[src/rtl/pipe_stage_skid_reg.sv]
// pipe_stage_skid_reg
//   Pipeline-stage register with a valid/ready handshake and a one-entry skid
//   buffer. The skid buffer lets up_ready_o be driven from a register and
//   still sustain one beat per cycle. A synchronous flush turns the stage
//   into a bubble. Two saturating counters record stall cycles and bubble
//   cycles.
//
// Ports
//   clk_i         clock, rising edge
//   rst_n         asynchronous active-low reset
//   flush_i       drop all held beats and the beat offered this cycle
//   up_valid_i    upstream beat valid
//   up_ready_o    stage can accept a beat (registered)
//   up_ctrl_i     upstream control payload
//   up_data_i     upstream data payload
//   dn_valid_o    downstream beat valid (registered)
//   dn_ready_i    downstream accepts the beat
//   dn_ctrl_o     downstream control payload, CTRL_BUBBLE when not valid
//   dn_data_o     downstream data payload
//   cnt_clr_i     synchronous clear of both counters
//   stall_cnt_o   cycles with dn_valid_o=1 and dn_ready_i=0 (saturating)
//   bubble_cnt_o  cycles with dn_valid_o=0 and dn_ready_i=1 (saturating)

module pipe_stage_skid_reg #(
    parameter int unsigned            DATA_W      = 128,
    parameter int unsigned            CTRL_W      = 12,
    parameter logic [CTRL_W-1:0]      CTRL_BUBBLE = '0,
    parameter int unsigned            CNT_W       = 16
) (
    input  logic              clk_i,
    input  logic              rst_n,
    input  logic              flush_i,
    input  logic              up_valid_i,
    output logic              up_ready_o,
    input  logic [CTRL_W-1:0] up_ctrl_i,
    input  logic [DATA_W-1:0] up_data_i,
    output logic              dn_valid_o,
    input  logic              dn_ready_i,
    output logic [CTRL_W-1:0] dn_ctrl_o,
    output logic [DATA_W-1:0] dn_data_o,
    input  logic              cnt_clr_i,
    output logic [CNT_W-1:0]  stall_cnt_o,
    output logic [CNT_W-1:0]  bubble_cnt_o
);

    typedef enum logic [1:0] {
        EMPTY = 2'd0,
        FULL  = 2'd1,
        SKID  = 2'd2
    } state_e;

    state_e            state_q;
    logic [CTRL_W-1:0] main_ctrl_q;
    logic [DATA_W-1:0] main_data_q;
    logic [CTRL_W-1:0] skid_ctrl_q;
    logic [DATA_W-1:0] skid_data_q;
    logic [CNT_W-1:0]  stall_cnt_q;
    logic [CNT_W-1:0]  stall_cnt_d;
    logic [CNT_W-1:0]  bubble_cnt_q;
    logic [CNT_W-1:0]  bubble_cnt_d;

    logic up_acc;
    logic dn_acc;

    // All outputs decode from registers only.
    assign up_ready_o   = (state_q != SKID);
    assign dn_valid_o   = (state_q != EMPTY);
    assign dn_ctrl_o    = main_ctrl_q;
    assign dn_data_o    = main_data_q;
    assign stall_cnt_o  = stall_cnt_q;
    assign bubble_cnt_o = bubble_cnt_q;

    assign up_acc = up_valid_i & up_ready_o;
    assign dn_acc = dn_valid_o & dn_ready_i;

    // Main entry always holds the oldest beat; skid holds the younger one.
    // Ctrl of an invalid entry is forced to CTRL_BUBBLE so the downstream
    // stage sees a NOP whenever dn_valid_o is low. Data is left untouched.
    always_ff @(posedge clk_i or negedge rst_n) begin
        if (!rst_n) begin
            state_q     <= EMPTY;
            main_ctrl_q <= CTRL_BUBBLE;
            main_data_q <= '0;
            skid_ctrl_q <= CTRL_BUBBLE;
            skid_data_q <= '0;
        end else if (flush_i) begin
            // A concurrent dn_acc needs no action: the consumer already
            // sampled the beat this cycle.
            state_q     <= EMPTY;
            main_ctrl_q <= CTRL_BUBBLE;
            skid_ctrl_q <= CTRL_BUBBLE;
        end else begin
            unique case (state_q)
                EMPTY: begin
                    if (up_acc) begin
                        main_ctrl_q <= up_ctrl_i;
                        main_data_q <= up_data_i;
                        state_q     <= FULL;
                    end
                end
                FULL: begin
                    if (up_acc && dn_acc) begin
                        main_ctrl_q <= up_ctrl_i;
                        main_data_q <= up_data_i;
                    end else if (up_acc) begin
                        skid_ctrl_q <= up_ctrl_i;
                        skid_data_q <= up_data_i;
                        state_q     <= SKID;
                    end else if (dn_acc) begin
                        main_ctrl_q <= CTRL_BUBBLE;
                        state_q     <= EMPTY;
                    end
                end
                SKID: begin
                    if (dn_acc) begin
                        main_ctrl_q <= skid_ctrl_q;
                        main_data_q <= skid_data_q;
                        skid_ctrl_q <= CTRL_BUBBLE;
                        state_q     <= FULL;
                    end
                end
                default: begin
                    state_q <= EMPTY;
                end
            endcase
        end
    end

    // Saturating performance counters; clear wins over increment.
    always_comb begin
        stall_cnt_d  = stall_cnt_q;
        bubble_cnt_d = bubble_cnt_q;
        if (cnt_clr_i) begin
            stall_cnt_d  = '0;
            bubble_cnt_d = '0;
        end else begin
            if (dn_valid_o && !dn_ready_i && (stall_cnt_q != '1)) begin
                stall_cnt_d = stall_cnt_q + CNT_W'(1);
            end
            if (!dn_valid_o && dn_ready_i && (bubble_cnt_q != '1)) begin
                bubble_cnt_d = bubble_cnt_q + CNT_W'(1);
            end
        end
    end

    always_ff @(posedge clk_i or negedge rst_n) begin
        if (!rst_n) begin
            stall_cnt_q  <= '0;
            bubble_cnt_q <= '0;
        end else begin
            stall_cnt_q  <= stall_cnt_d;
            bubble_cnt_q <= bubble_cnt_d;
        end
    end

endmodule

[config.mk]
export PLATFORM = sky130hd
export DESIGN_NAME = pipe_stage_skid_reg
export DESIGN_NICKNAME = d
export VERILOG_FILES = /design/src/rtl/pipe_stage_skid_reg.sv
export SDC_FILE = /design/constraint.sdc
export NUM_CORES = 1
export LEC_CHECK = 0
export ABC_AREA = 0
export CORE_MARGIN = 3
export CORE_UTILIZATION = 54
export CTS_BUF_LIST = sky130_fd_sc_hd__clkbuf_4
export DETAILED_ROUTE_END_ITERATION = 6
export PLACE_DENSITY_LB_ADDON = 0.25
export SYNTH_ARGS = -nofsm -noshare
export SYNTH_HDL_FRONTEND = slang
export SYNTH_SLANG_ARGS = --single-unit
[constraint.sdc]
create_clock -name clk_i -period 4.9 [get_ports clk_i]
set_input_delay 0.735 -clock clk_i [delete_from_list [all_inputs] [get_ports clk_i]]
set_output_delay 0.735 -clock clk_i [all_outputs]
set_load 0.03 [all_outputs]
# Yosys cells after proc, flatten, opt, wreduce, memory -nomap -nowiden
# Index checks and enable logic that the tools add are counted.
[op_classes]
n_addsub = 2
eq_ne = 15
n_bitwise = 4
reduce_logical = 19
mux = 25
[ops]
columns = ["cell", "count"]
rows = [
  ["two-way mux 128 bit", 3],
  ["one-hot mux 128 bit (3 select lines)", 1],
  ["two-way mux 12 bit", 8],
  ["two-way mux 16 bit", 4],
  ["one-hot mux 12 bit (3 select lines)", 1],
  ["adder 16 x 1 -> 16 bit (second input constant)", 2],
  ["!= test 16 bit (second input constant)", 2],
  ["one-hot mux 12 bit (2 select lines)", 1],
  ["two-way mux 2 bit", 6],
  ["!= test 3 bit (second input constant)", 4],
  ["!= test 4 bit (second input constant)", 3],
  ["AND reduction 4 bit", 3],
  ["AND reduction 5 bit", 2],
  ["!= test 2 bit (second input constant)", 4],
  ["one-hot mux 2 bit (3 select lines)", 1],
  ["nonzero test 2 bit", 3],
  ["nonzero test 3 bit", 2],
  ["logical AND 1 bit", 5],
  ["nonzero test 4 bit", 1],
  ["bitwise AND 1 bit", 2],
  ["equality test 2 x 1 -> 1 bit (second input constant)", 1],
  ["equality test 2 bit (second input constant)", 1],
  ["zero test 1 bit", 2],
  ["zero test 2 bit", 1],
  ["inverter 1 bit", 2],
]
[totals]
register_bits = 314
input_bits = 146
elab_cells = 72
output_inout_bits = 174

# Depth between registers and ports, before layout
# Gate-level depths: netlist of run 1.
[logic_depth]
word_depth = 7
ltp_mapped = 9

# Worst setup path before layout of run 1
# No wires, ideal clock.
[synth_timing]
kind = "input to register"
startpoint = "in dn_ready_i"
endpoint = "reg main_data_q[39], in the netlist dn_data_o[39]"
stages = 7
required_ns = 4.775
setup_time_ns = 0.125
arrival_ns = 2.151
path_slack_ns = 2.625
path_cell_list = "buf_2 > nand2_1 > a211o_1 > a211oi_2 > buf_4 > buf_4 > mux2_2"
[synth_via]
elab_chain_len = 4
elab_cells_between_ends = 5
cone_classes = "eq/ne (2); bitwise (1); reduce/logical (2)"
[synth_rtl]
columns = ["element", "line_no", "source"]
rows = [
  ["start: declaration", "38", "input logic dn_ready_i,"],
  ["bitwise AND 1 bit *", "74", "assign dn_acc = dn_valid_o & dn_ready_i;"],
  ["logical AND 1 bit", "102", "if (up_acc && dn_acc) begin"],
  ["!= test 2 bit (no line)", "-", ""],
  ["AND reduction 5 bit (no line) *", "-", ""],
  ["end signal: assignment", "97", "main_data_q <= up_data_i;"],
  ["end signal: assignment", "104", "main_data_q <= up_data_i;"],
  ["end signal: assignment", "117", "main_data_q <= skid_data_q;"],
  ["end: declaration", "54", "logic [DATA_W-1:0] main_data_q;"],
]
# Every way passes the cells marked *; elsewhere a longest branch is shown, timed or not.
# A chain may end at the register's enable or synchronous reset.

# Worst setup path in the final report of run 1
[layout_timing]
startpoint = "reg state_q[0]"
endpoint = "reg main_data_q[53], in the netlist dn_data_o[53]"
[layout_via]
elab_chain_len = 5
elab_cells_between_ends = 14
cone_classes = "eq/ne (6); mux (1); bitwise (2); reduce/logical (5)"
[layout_rtl]
columns = ["element", "line_no", "source"]
rows = [
  ["start: declaration", "52", "state_e state_q;"],
  ["start signal: assignment", "81", "state_q <= EMPTY;"],
  ["start signal: assignment", "89", "state_q <= EMPTY;"],
  ["start signal: assignment", "98", "state_q <= FULL;"],
  ["!= test 2 bit / nonzero test 2 bit (equally long branches)", "66, 67", ""],
  ["bitwise AND 1 bit, on equally long branches", "73, 74", ""],
  ["logical AND 1 bit", "102", ""],
  ["!= test 2 bit (no line)", "-", ""],
  ["AND reduction 5 bit (no line)", "-", ""],
]
# Several ways; a longest one is shown, not always the timed one.

==> results of run 1 <==
cell usage after synthesis (all sizes together), types with 2 or more instances:
| cell | n |
|---|---|
| nand2 | 23 |
| mux2 | 389 |
| and4 | 2 |
| nor2b | 6 |
| o31ai | 18 |
| and3 | 2 |
| nand3 | 12 |
| nor3 | 6 |
| or4 | 17 |
| nand4 | 12 |
| nor4 | 6 |
| or2 | 2 |
| buf | 39 |
| a211oi | 3 |
| a31o | 2 |
| nor2 | 12 |
| and2 | 2 |
| a22o | 24 |
| mux2i | 13 |
| inv | 25 |
| dfrtp | 314 |
| o21ai | 13 |
| nand2b | 5 |
| ha | 7 |
| a21oi | 30 |
| or3 | 8 |
| clkbuf | 23 |
cells in the final DEF, fill, tap and decap left out, types with 2 or more instances in the layout:
master	instances
a211oi_4	2
a21oi_1	30
a22o_1	24
a31o_2	2
and2_1	2
and3_1	2
and4_1	2
buf_12	6
buf_4	8
clkbuf_4	126
clkdlybuf4s50_1	318
clkinv_1	10
clkinv_2	2
clkinvlp_4	3
dfrtp_1	314
diode_2	5
ha_1	6
inv_1	25
mux2_1	111
mux2_2	278
mux2i_1	13
nand2_1	22
nand2b_1	5
nand3_1	11
nand4_1	12
nor2_1	12
nor2b_1	6
nor3_1	6
nor4_1	4
nor4_2	2
o21ai_0	13
o31ai_1	18
or2_2	2
or3_1	8
or4_1	16
per-layer routing:
layer	part of all wire (%)	vias to the layer above	global-route usage (%)
met5	0	-	0
li1	-	4518	-
met3	8.8	68	8.59
met4	2.6	0	9.07
met2	48	308	36.9
met1	40	4886	28.3
flip-flops by register name (all words and copies together) (netlist names):
name / count
state_q: 2
skid_ctrl_q: 12
skid_data_q: 128
stall_cnt_o: 16
dn_data_o: 128
dn_ctrl_o: 12
bubble_cnt_o: 16
stage by stage:
stage               util, %  hold slack, ns
global route           73.6           0.116
floorplan                 -           0.439
global placement       69.5           0.467
finish                 73.6          0.0980
detailed placement     69.5           0.474
CTS                    73.6          0.0967
power breakdown:
group          leakage (nW)  switching (mW)  internal [mW]
sequential             3.82           0.570           3.71
clock                 0.622            1.05           1.22
combinational          3.31            2.20           2.06
total                  7.76            3.82           7.00
worst max-delay path: stages, from the launching register on:
cell and delay, ns:
dfrtp_1 0.42, inv_1 0.12, ha_1 0.37, nor2b_1 0.45, o21ai_0 0.26, a211oi_4 0.76, buf_12 0.35, mux2_2 0.37
worst max-delay path by stage:
stage,from,to,cells past startpoint,slack (ns)
CTS,state_q[0],dn_valid_o,4,1.63
global placement,dn_ready_i,dn_data_o[54],7,1.23
global route,state_q[0],dn_data_o[76],7,1.40
detailed placement,dn_ready_i,dn_data_o[56],7,1.18
finish,state_q[0],dn_data_o[53],7,1.63
floorplan,dn_ready_i,dn_data_o[39],7,2.62
cell type report:
| cell class | instances | area share, % |
|---|---|---|
| diodes | 5 | 0.0665 |
| repair buffers | 333 | 18.0 |
| well taps | 330 | 2.19 |
| multi-input cells | 626 | 31.9 |
| clock buffers | 126 | 5.03 |
| flip-flops and latches | 314 | 41.8 |
| clock inverters | 17 | 0.579 |
| inverters | 25 | 0.499 |
cells by family after synthesis:
logic type               share of synthesized area [%]
adder cells (fa/ha/maj)                          0.614
buffers and inverters                             3.18
AND/OR/NAND/NOR                                   4.84
flip-flops                                        55.0
AO/OA/AOI/OAI                                     4.72
multiplexers                                      31.6
==> flow_metrics.env, run 1 <==
export IMPL_status="complete, no violations"
export IMPL_dp_cells=1628
export IMPL_antenna_found_initial=5
export IMPL_grtUsageTotal_pct=23.0
export IMPL_die_x_microns=169
export IMPL_hold_buffers=0
export IMPL_worst_slack_ns=1.63
export IMPL_drive_above_1_share_pct=30.5
export IMPL_start_util_pct=55.9
export IMPL_dieArea_sq_um=28400
export IMPL_synth_async_reset_ratio_pct=100
export IMPL_nets=1536
export IMPL_clock_root_buffer="clkbuf_4"
export IMPL_rows=58
export IMPL_cts_inserted_buffers=83
export IMPL_cts_resized=0
export IMPL_synth_seq_area_share_pct=55.0
export IMPL_rsz0062_at_grt="no"
export IMPL_dr_first_iter_drc_count=468
export IMPL_stdcell_count=1776
export IMPL_grt_pass1_wl_microns=53300
export IMPL_r2r_start="state_q[0]"
export IMPL_fin_tns_setup_ns=0
export IMPL_drt_vias_per_instance=5.51
export IMPL_gp_congestion=0.776
export IMPL_clk_latency_ns=0.68
export IMPL_dpl_worst_slack_ns=1.18
export IMPL_yosysWarningCount=0
export IMPL_critPathKind="flip-flop to flip-flop"
export IMPL_synth_area_per_cell_sq_um=13.9
export IMPL_ys_types=47
export IMPL_hold_viol_final=0
export IMPL_post_cts_buffers=0
export IMPL_yosys_area_top_type="dfrtp_1"
export IMPL_routed_wirelength_microns=33000
export IMPL_drt_pass1_iter_count=4
export IMPL_slew_violations=0
export IMPL_finalSetupViolCount=0
export IMPL_wire_per_inst_microns=18.6
export IMPL_grt_ovfl_total=0
export IMPL_worst_pin_slew_ns=1.11
export IMPL_period_needed_ns=3.27
export IMPL_syn_inst=1027
export IMPL_area_growth_pct=31.8
export IMPL_r2r_slack_ns=1.63
export IMPL_synth_edf_count=0
export IMPL_seq_area_sq_um=7860
export IMPL_die_h_microns=169
export IMPL_portBuffers=319
export IMPL_n_fill_cell=1740
export IMPL_placed_area_sq_um=17700
export IMPL_vias=9780
export IMPL_dp_hpwl_microns=21700
export IMPL_ys_top_cells_by_area="dfrtp_1, mux2_2, mux2_1"
export IMPL_multi_input_area_sq_um=6000
export IMPL_power_total_mw=10.8
export IMPL_drtAntennaViolNets=0
export IMPL_crit_required_ns=5.42
export IMPL_fin_crit_sh_pct=66.8
export IMPL_clock_sinks=314
export IMPL_fmax_mhz=305
export IMPL_end_kind="flip-flop"
export IMPL_syn_cell_area_sq_um=14300
export IMPL_ys_ff_latch=314
export IMPL_hold_path_class="input port to async pin"
export IMPL_grt_pass1_vias=10400
export IMPL_slew_headroom_pct=25.3
export IMPL_core_area_sq_um=25500
export IMPL_synth_flop_cell="dfrtp_1"
export IMPL_cellPowerDensity_nw_per_um2=575
export IMPL_cp_start_kind="flip-flop"
export IMPL_cts_clk_slew_worst_paths_ns=0.07
export IMPL_ctsLongestPathBuffers=3
export IMPL_ir_drop_mv=0.416
export IMPL_leakagePower_nw=7.76
export IMPL_design_area_sq_um=18800
export IMPL_cts_tree="done"
export IMPL_pin_count=320
export IMPL_cap_violations=0
export IMPL_rr_endpoint="dn_data_o[53]"
export IMPL_drc=0
export IMPL_grt_max_degree=129
export IMPL_htreeDepth=3
export IMPL_reg2reg_depth=7
export IMPL_syn_num_nets=1180
export IMPL_cp_max_fo=49
export IMPL_skew_ns=0.0359
export IMPL_cp_arrival_ns=3.80
export IMPL_synth_top_area_share_pct=55.0
Note: power is estimated with default switching activity, not from simulation.
==> run 2, diff against run 1 <==
--- a/config.mk
+++ b/config.mk
@@ -7,7 +7,7 @@
 export LEC_CHECK = 0
 export ABC_AREA = 0
 export CORE_MARGIN = 3
-export CORE_UTILIZATION = 54
+export CORE_UTILIZATION = 47
 export CTS_BUF_LIST = sky130_fd_sc_hd__clkbuf_4
 export DETAILED_ROUTE_END_ITERATION = 6
 export PLACE_DENSITY_LB_ADDON = 0.25
==> constraint.sdc (replaced) <==
create_clock -name clk_i -period 2.6 [get_ports clk_i]
set_input_delay 0.39 -clock clk_i [delete_from_list [all_inputs] [get_ports clk_i]]
set_output_delay 0.39 -clock clk_i [all_outputs]
set_load 0.03 [all_outputs]
==> flow_metrics.env, run 2 (same netlist as run 1, synthesis figures left out) <==
export IMPL_status="complete, no violations"
export IMPL_cpMostUsedCell="inv_1"
export IMPL_crit_buf_inv=4
export IMPL_area_growth_pct=34.1
export IMPL_r2r_slack_ns=0.21
export IMPL_core_area_sq_um=29800
export IMPL_critPathKind="flip-flop to primary output"
export IMPL_drtAntennaViolNets=0
export IMPL_cp_max_fo=8
export IMPL_clock_sinks=314
export IMPL_period_needed_ns=2.44
export IMPL_cts_inserted_buffers=83
export IMPL_grt_pass1_wl_microns=55400
export IMPL_nets=1559
export IMPL_rr_endpoint="skid_data_q[17]"
export IMPL_cts_clk_slew_worst_paths_ns=0.07
export IMPL_cp_start_kind="flip-flop"
export IMPL_cp_top_family="buffers and inverters"
export IMPL_cap_violations=0
export IMPL_vias=9788
export IMPL_hold_viol_final=0
export IMPL_gp_congestion=0.814
export IMPL_drc=0
export IMPL_r2r_start="state_q[0]"
export IMPL_drt_pass1_iter_count=4
export IMPL_wire_per_inst_microns=18.0
export IMPL_start_util_pct=47.9
export IMPL_skew_ns=0.0391
export IMPL_drt_vias_per_instance=5.27
export IMPL_die_h_microns=180
export IMPL_grt_ovfl_total=0
export IMPL_path_cells="inv_1, ha_2, buf_4, inv_1, clkdlybuf4s18_2"
export IMPL_dp_hpwl_microns=22600
export IMPL_htreeDepth=3
export IMPL_stdcell_count=1856
export IMPL_cts_tree="done"
export IMPL_crit_required_ns=2.21
export IMPL_slew_headroom_pct=65.9
export IMPL_fin_crit_sh_pct=93.9
export IMPL_n_fill_cell=2275
export IMPL_clk_latency_ns=0.67
export IMPL_portBuffers=319
export IMPL_post_cts_buffers=0
export IMPL_hold_path_class="input port to async pin"
export IMPL_grt_pass1_vias=10500
export IMPL_clock_root_buffer="clkbuf_4"
export IMPL_dieArea_sq_um=32500
export IMPL_cp_depth=5
export IMPL_cp_arrival_ns=2.05
export IMPL_ir_drop_mv=0.853
export IMPL_cellPowerDensity_nw_per_um2=1070
export IMPL_end_kind="primary output"
export IMPL_drive_above_1_share_pct=31.9
export IMPL_pin_count=320
export IMPL_dp_cells=1710
export IMPL_fin_util_pct=64.3
export IMPL_antenna_found_initial=5
export IMPL_cpPeakStageDelay_ns=0.42
export IMPL_worst_slack_ns=0.157
export IMPL_finalSetupViolCount=0
export IMPL_grt_max_degree=71
export IMPL_leakagePower_nw=7.90
export IMPL_reg2reg_depth=7
export IMPL_worst_hold_slack_ns=0.256
export IMPL_dr_first_iter_drc_count=449
export IMPL_final_common_cell="clkdlybuf4s50_1"
export IMPL_routed_wirelength_microns=33400
export IMPL_worst_pin_slew_ns=0.511
export IMPL_fin_tns_setup_ns=0
export IMPL_slew_violations=0
export IMPL_cp_slowest_cell="dfrtp_1"
export IMPL_grtUsageTotal_pct=20.7
export IMPL_dpl_worst_slack_ns=0.0207
export IMPL_ctsLongestPathBuffers=3
export IMPL_layout_common_cells="clkdlybuf4s50_1, dfrtp_1, mux2_2"
export IMPL_die_x_microns=180
export IMPL_rows=63
export IMPL_fmax_mhz=409
export IMPL_rsz0062_at_grt="no"
run 2: timing repair:
item                                   CTS  global route
gates resized for setup                  4             2
pin swaps                                0             0
hold buffers                             1             0
endpoints found under the hold margin   57             0
setup endpoints to repair                2            24
run 2: metal layers:
metal  vias to the layer above  track usage (%)  part of all wire (%)
met2                       305             33.4                    48
met4                         2             7.58                   2.7
met5                         -                0                 0.039
li1                       4554                -                     -
met3                        62             5.97                   6.8
met1                      4865             26.6                    42
run 2: worst max-delay path by stage:
stage / startpoint / slack [ns] / end
2_1_floorplan: state_q[0] / 0.38 / dn_data_o[0]
3_3_place_gp: dn_ready_i / 0.05 / dn_data_o[22]
3_5_place_dp: up_valid_i / 0.02 / dn_data_o[26]
4_1_cts: state_q[0] / 0.03 / dn_valid_o
5_1_grt: state_q[0] / 0.02 / dn_valid_o
6_report: state_q[0] / 0.16 / dn_valid_o
run 2: through the flow:
step                      instance area, sq um  power, mW
after floorplan                          14300       12.8
after global placement                   18100       16.1
after detailed placement                 18100       16.3
after CTS                                19100       20.8
after global routing                     19100       21.7
final                                    19100       20.4
run 2: final cells by class:
| cell class | count | area [sq um] | area share (%) |
|---|---|---|---|
| multi-input cells | 626 | 6000 | 31.4 |
| inverters | 25 | 93.8 | 0.490 |
| clock inverters | 11 | 80.1 | 0.418 |
| clock buffers | 130 | 976 | 5.10 |
| flip-flops and latches | 314 | 7860 | 41.0 |
| repair buffers | 356 | 3640 | 19.0 |
| diodes | 4 | 10.0 | 0.0523 |
| well taps | 390 | 488 | 2.55 |
run 2: report_power, final:
part	internal (mW)	switching [mW]
combinational	3.96	4.08
clock	2.35	1.96
sequential	7.00	1.11
